<file path="config.mk">
export PLATFORM = sky130hd
export DESIGN_NAME = shiftreg_tx
export DESIGN_NICKNAME = d
export VERILOG_FILES = /design/src/rtl/shiftreg_pkg.sv /design/src/rtl/shiftreg_tx.sv
export SDC_FILE = /design/constraint.sdc
export NUM_CORES = 1
export LEC_CHECK = 0
export CAP_MARGIN = 20
export CORE_MARGIN = 5
export CORE_UTILIZATION = 40
export CTS_CLUSTER_SIZE = 28
export DETAILED_ROUTE_END_ITERATION = 6
export GPL_ROUTABILITY_DRIVEN = 0
export PLACE_DENSITY = 0.65
export SYNTH_ARGS = -nofsm -noshare
export SYNTH_HDL_FRONTEND = slang
export SYNTH_SLANG_ARGS = --single-unit
</file>
<file path="constraint.sdc">
create_clock -name clk -period 2.1 [get_ports clk]
set_clock_uncertainty 0.1 [all_clocks]
set_input_delay 0.525 -clock clk [delete_from_list [all_inputs] [get_ports clk]]
set_output_delay 0.525 -clock clk [all_outputs]
set_load 0.05 [all_outputs]
</file>
<file path="src/rtl/shiftreg_pkg.sv">
// Shared definitions for the shift-register transmitter/receiver pair.
// Holds the FSM state encodings and the counter-width helper.
package shiftreg_pkg;

  typedef enum logic [1:0] {
    ST_IDLE   = 2'd0,
    ST_SHIFT  = 2'd1,
    ST_PARITY = 2'd2
  } state_t;

  function automatic int clog2(input int n);
    int r;
    r = 0;
    while ((1 << r) < n) r++;
    return r;
  endfunction

endpackage

</file>
<file path="src/rtl/shiftreg_tx.sv">
// Parallel-in/serial-out transmitter: valid/ready word load, MSB-first bit stream, done on the last bit.
// Optional even-parity trailer bit enabled by defining SHIFTREG_TX_PARITY_EN.
module shiftreg_tx
  import shiftreg_pkg::*;
#(
  parameter int   WIDTH    = 8,
  parameter logic IDLE_BIT = 1'b0
) (
  input  logic             clk,
  input  logic             rst,
  input  logic [WIDTH-1:0] data_in,
  input  logic             load_valid,
  output logic             load_ready,
  output logic             databit,
  output logic             bit_valid,
  output logic             busy,
  output logic             done
);

  localparam int CW = clog2(WIDTH);

  state_t         r_state;
  state_t         w_state_nxt;
  logic [WIDTH-1:0] r_sreg;
  logic [CW-1:0]  r_cnt;
  logic           w_last;
  logic           w_accept;
`ifdef SHIFTREG_TX_PARITY_EN
  logic           r_par;
`endif

  assign w_last   = (r_cnt == '0);
  assign w_accept = load_valid && load_ready;

  always_ff @(posedge clk or negedge rst) begin
    if (!rst) begin
      r_state <= ST_IDLE;
    end else begin
      r_state <= w_state_nxt;
    end
  end

  // Outputs decode only registered state; load_valid steers next state alone.
  always_comb begin
    w_state_nxt = r_state;
    load_ready  = 1'b0;
    databit     = IDLE_BIT;
    bit_valid   = 1'b0;
    busy        = 1'b0;
    done        = 1'b0;
    case (r_state)
      ST_IDLE: begin
        load_ready = 1'b1;
        if (load_valid) w_state_nxt = ST_SHIFT;
      end
      ST_SHIFT: begin
        databit   = r_sreg[WIDTH-1];
        bit_valid = 1'b1;
        busy      = 1'b1;
        if (w_last) begin
`ifdef SHIFTREG_TX_PARITY_EN
          w_state_nxt = ST_PARITY;
`else
          load_ready  = 1'b1;
          done        = 1'b1;
          w_state_nxt = load_valid ? ST_SHIFT : ST_IDLE;
`endif
        end
      end
`ifdef SHIFTREG_TX_PARITY_EN
      ST_PARITY: begin
        databit     = r_par;
        bit_valid   = 1'b1;
        busy        = 1'b1;
        done        = 1'b1;
        load_ready  = 1'b1;
        w_state_nxt = load_valid ? ST_SHIFT : ST_IDLE;
      end
`endif
      default: w_state_nxt = ST_IDLE;
    endcase
  end

  always_ff @(posedge clk or negedge rst) begin
    if (!rst) begin
      r_sreg <= '0;
      r_cnt  <= '0;
`ifdef SHIFTREG_TX_PARITY_EN
      r_par  <= 1'b0;
`endif
    end else if (w_accept) begin
      r_sreg <= data_in;
      r_cnt  <= CW'(WIDTH - 1);
`ifdef SHIFTREG_TX_PARITY_EN
      r_par  <= ^data_in;
`endif
    end else if (r_state == ST_SHIFT) begin
      r_sreg <= {r_sreg[WIDTH-2:0], 1'b0};
      // Counter parks at zero until the next accept reloads it.
      if (!w_last) r_cnt <= r_cnt - CW'(1);
    end
  end

endmodule
</file>
==> run summary <==
====================================================================================================
Initial core utilization                                                                       42.2%
Outcome                                                                                 finished clean
Nature of the critical path startpoint                                                     flip-flop
Simple-gate share of the synthesized area                                                      14.2%
Highest fanout seen on the critical path                                                           7
R2R cell count                                                                                     7
CTS tree                                                                                        done
Post-DP Area                                                                                 846 um2
Relative area change from synthesis to final layout                                            40.0%
Placed wire-length estimate after detailed placement                                          915 um
Setup slack after placement                                                                 0.239 ns
FILL cells                                                                                       122
Endpoint of the worst register-to-register path                                             r_cnt[0]
Highest clock frequency the design can meet                                                0.500 GHz
Count of endpoints failing hold in the final timing report                                         0
Average wire per cell in the routed design                                                   14.5 um
Critical Path End Type                                                                  primary output
Post-Syn Area per Cell                                                                      11.4 um2
Fraction of final layout cells sized beyond drive strength 1                                   26.0%
Areal power density over the cells                                                       1470 nW/um2
Worst-Skew Late Latency                                                                      0.28 ns
Overall die width                                                                            49.9 um
Vias in the first global route                                                                   464
Port Buf Inserts                                                                                  15
Worst Hold Path Cells                                                                              2
Initial antenna violation count                                                                    0
Required time of the worst setup path                                                        1.47 ns
Hold Path End                                                                               r_cnt[2]
DRC Markers                                                                                        0
Final slew viol count                                                                              0
Core Area                                                                                   1510 um2
Total vias in the final route                                                                    496
Vias/cell                                                                                       5.57
Register-to-register setup slack                                                             0.44 ns
Number of optimization iterations in the first detailed-route pass                                 4
Worst min path class                                                                      reg -> reg
Number of buffers added by the clock tree synthesis step                                           3
Clock buffer depth                                                                                 2
Normalized max-slew margin                                                                     62.6%
Start point of the worst hold path                                                          r_cnt[2]
Leakage power summed over all cells                                                         0.419 nW
Main combinational cell family by area after synthesis                                  compound AO/OA/AOI/OAI gates
Clock period minus worst slack                                                               2.00 ns
Post-layout instance count excluding filler cells                                                 89
Mux cell area share after synthesis                                                            1.77%
Share of the clock period used by the worst path after layout                                  95.2%
Compound-Gate Fraction of Synth Area                                                           26.0%
Height of the die                                                                            49.9 um
IO Count                                                                                          16
Global routing usage summed across all routing layers                                          11.5%
Mapped Nets                                                                                       69
Critical path class                                                                       reg -> out
Total Die Area                                                                              2490 um2
Cell count after placement                                                                        85
Setup slack after layout                                                                    0.100 ns
Final nets                                                                                        87
Number of max-capacitance violations reported                                                      0
Final Power                                                                                  1.31 mW
Wire length of the first global-routing pass                                                 2170 um
Final Setup Violations                                                                             0
Root buffer cell                                                                        sky130_fd_sc_hd__clkbuf_4
Maximum number of pins on one net before global-route repair                                      20
Final Util                                                                                     59.1%
Data arrival time of the critical path                                                       1.37 ns
Adder-cell share of the synthesized area                                                       3.94%
Most used flip-flop cell after synthesis                                                sky130_fd_sc_hd__dfrtp_1
Critical Path Max Stage Delay                                                                0.32 ns
Antenna Diode Count                                                                                0
Total wirelength of the detailed-routed design                                               1290 um
Number of enable flip-flop cells after synthesis                                                   0
Async set-reset flop share out of synthesis                                                     100%
Sink Count                                                                                        12
Synthesis Warnings                                                                                 0
Count of standard-cell rows                                                                       14
First-iteration detailed-routing DRC count                                                        10
CTS H-Tree Depth                                                                                   1
Number of unique standard cell types used by synthesis                                            19
Number of synthesized register bits                                                               12
Cell-by-cell trace of the critical path                                                 inv_1, ha_1, ha_1, nand2b_4, buf_12
Critical-path cell with the highest stage delay                                         sky130_fd_sc_hd__dfrtp_1
Most repeated library cell on the critical path                                         sky130_fd_sc_hd__ha_1
Synthesized area                                                                             636 um2
Largest voltage drop on the vdd net                                                         0.837 mV
Register area share after synthesis                                                            47.2%
Post-CTS setup buffers                                                                             0
Post-DRT Antenna Nets                                                                              0
RSZ-0062 raised after global routing                                                              no
Post-synthesis instance total                                                                     56
Clock-pin slew reported for the worst setup and hold paths after clock tree synthesis        0.08 ns
Xor and xnor area share after synthesis                                                           0%
Total overflow reported by the global router                                                       0
Post-Route Setup TNS                                                                            0 ns
Post-Layout Inst Area                                                                        890 um2
Slew @ Worst Pin                                                                            0.559 ns
Worst flop-to-flop path startpoint                                                          r_cnt[0]
Worst hold slack                                                                            0.408 ns
====================================================================================================
-- cells by family after synthesis --
kind of cell	count (synthesis)
AND/OR/NAND/NOR	14
multiplexers	1
adder cells (fa/ha/maj)	2
flip-flops	12
buffers and inverters	8
AO/OA/AOI/OAI	19
-- worst max-delay path by stage --
stage                     slack, ns  depth (start not counted)         end       start
after global placement         0.26                          5  load_ready    r_cnt[0]
after floorplan                0.02                          2     databit  r_state[0]
after global routing          0.005                          5  load_ready    r_cnt[1]
final                          0.10                          5  load_ready    r_cnt[0]
after CTS                      0.08                          5  load_ready    r_cnt[1]
after detailed placement       0.24                          5  load_ready    r_cnt[1]
-- power by group --
| group | total (mW) | internal (mW) | leakage (nW) | switching, mW |
|---|---|---|---|---|
| registers | 0.376 | 0.324 | 0.150 | 0.0521 |
| logic | 0.747 | 0.376 | 0.248 | 0.371 |
| clock network | 0.189 | 0.106 | 0.0210 | 0.0836 |
| total | 1.31 | 0.805 | 0.419 | 0.507 |
-- cell type report --
cell class | count | area, um2 | share of cell area, %
multi-input cells | 36 | 299 | 33.6
inverters | 3 | 11.3 | 1.27
clock buffers | 4 | 36.3 | 4.08
repair buffers | 18 | 223 | 25.0
flip-flops and latches | 12 | 300 | 33.8
well taps | 16 | 20.0 | 2.25
-- critical path: cells and delay by family, from the launching register on --
family | cells | cell delay, ns
adder cells (fa/ha/maj) | 2 | 0.38
flip-flops | 1 | 0.32
buffers and inverters | 2 | 0.21
AND/OR/NAND/NOR | 1 | 0.18
-- cell usage after synthesis, types with 2 or more instances --
cell / count / area share, %
sky130_fd_sc_hd__nand2b_1: 3 / 3.0
sky130_fd_sc_hd__buf_2: 2 / 1.6
sky130_fd_sc_hd__o221a_1: 3 / 5.3
sky130_fd_sc_hd__and2b_1: 3 / 3.5
sky130_fd_sc_hd__inv_1: 3 / 1.8
sky130_fd_sc_hd__o21ai_0: 2 / 1.6
sky130_fd_sc_hd__and2_1: 2 / 2.0
sky130_fd_sc_hd__a211o_1: 7 / 9.6
sky130_fd_sc_hd__o21ai_1: 3 / 2.4
sky130_fd_sc_hd__dfrtp_1: 12 / 47
sky130_fd_sc_hd__ha_1: 2 / 3.9
sky130_fd_sc_hd__nor2b_1: 4 / 3.9
sky130_fd_sc_hd__o221a_2: 4 / 7.1
-- flip-flops by register name, indices dropped and copies added (netlist names) --
name	count
r_cnt	3
r_state	1
r_sreg	8
-- cell usage in the layout, fill, tap and decap left out --
| master | instances |
|---|---|
| sky130_fd_sc_hd__and2b_1 | 3 |
| sky130_fd_sc_hd__nor2b_1 | 4 |
| sky130_fd_sc_hd__inv_1 | 3 |
| sky130_fd_sc_hd__clkbuf_8 | 1 |
| sky130_fd_sc_hd__nand2b_4 | 1 |
| sky130_fd_sc_hd__clkdlybuf4s50_1 | 10 |
| sky130_fd_sc_hd__dfrtp_1 | 12 |
| sky130_fd_sc_hd__clkbuf_4 | 3 |
| sky130_fd_sc_hd__o21ai_1 | 3 |
| sky130_fd_sc_hd__nand2_2 | 1 |
| sky130_fd_sc_hd__nand3_1 | 1 |
| sky130_fd_sc_hd__ha_1 | 2 |
| sky130_fd_sc_hd__o221a_2 | 4 |
| sky130_fd_sc_hd__and2_1 | 2 |
| sky130_fd_sc_hd__o21ai_0 | 2 |
| sky130_fd_sc_hd__nand2b_1 | 2 |
| sky130_fd_sc_hd__buf_12 | 5 |
| sky130_fd_sc_hd__buf_4 | 3 |
| sky130_fd_sc_hd__a211o_1 | 7 |
| sky130_fd_sc_hd__mux2_2 | 1 |
| sky130_fd_sc_hd__o221a_1 | 3 |
-- repair_timing --
action	4_1_cts	5_1_grt
setup endpoints to repair	1	0
hold buffers	0	0
resized for setup	2	0
hold endpoints to repair	0	0
-- layer usage --
metal	share of wire, %	global-route usage (%)	vias up
met3	7.3	3.61	6
met2	38	15.0	23
met1	52	16.2	224
li1	-	-	243
met5	0	0	-
met4	2.6	6.55	0
No activity file was read; power rests on OpenSTA's default activity.
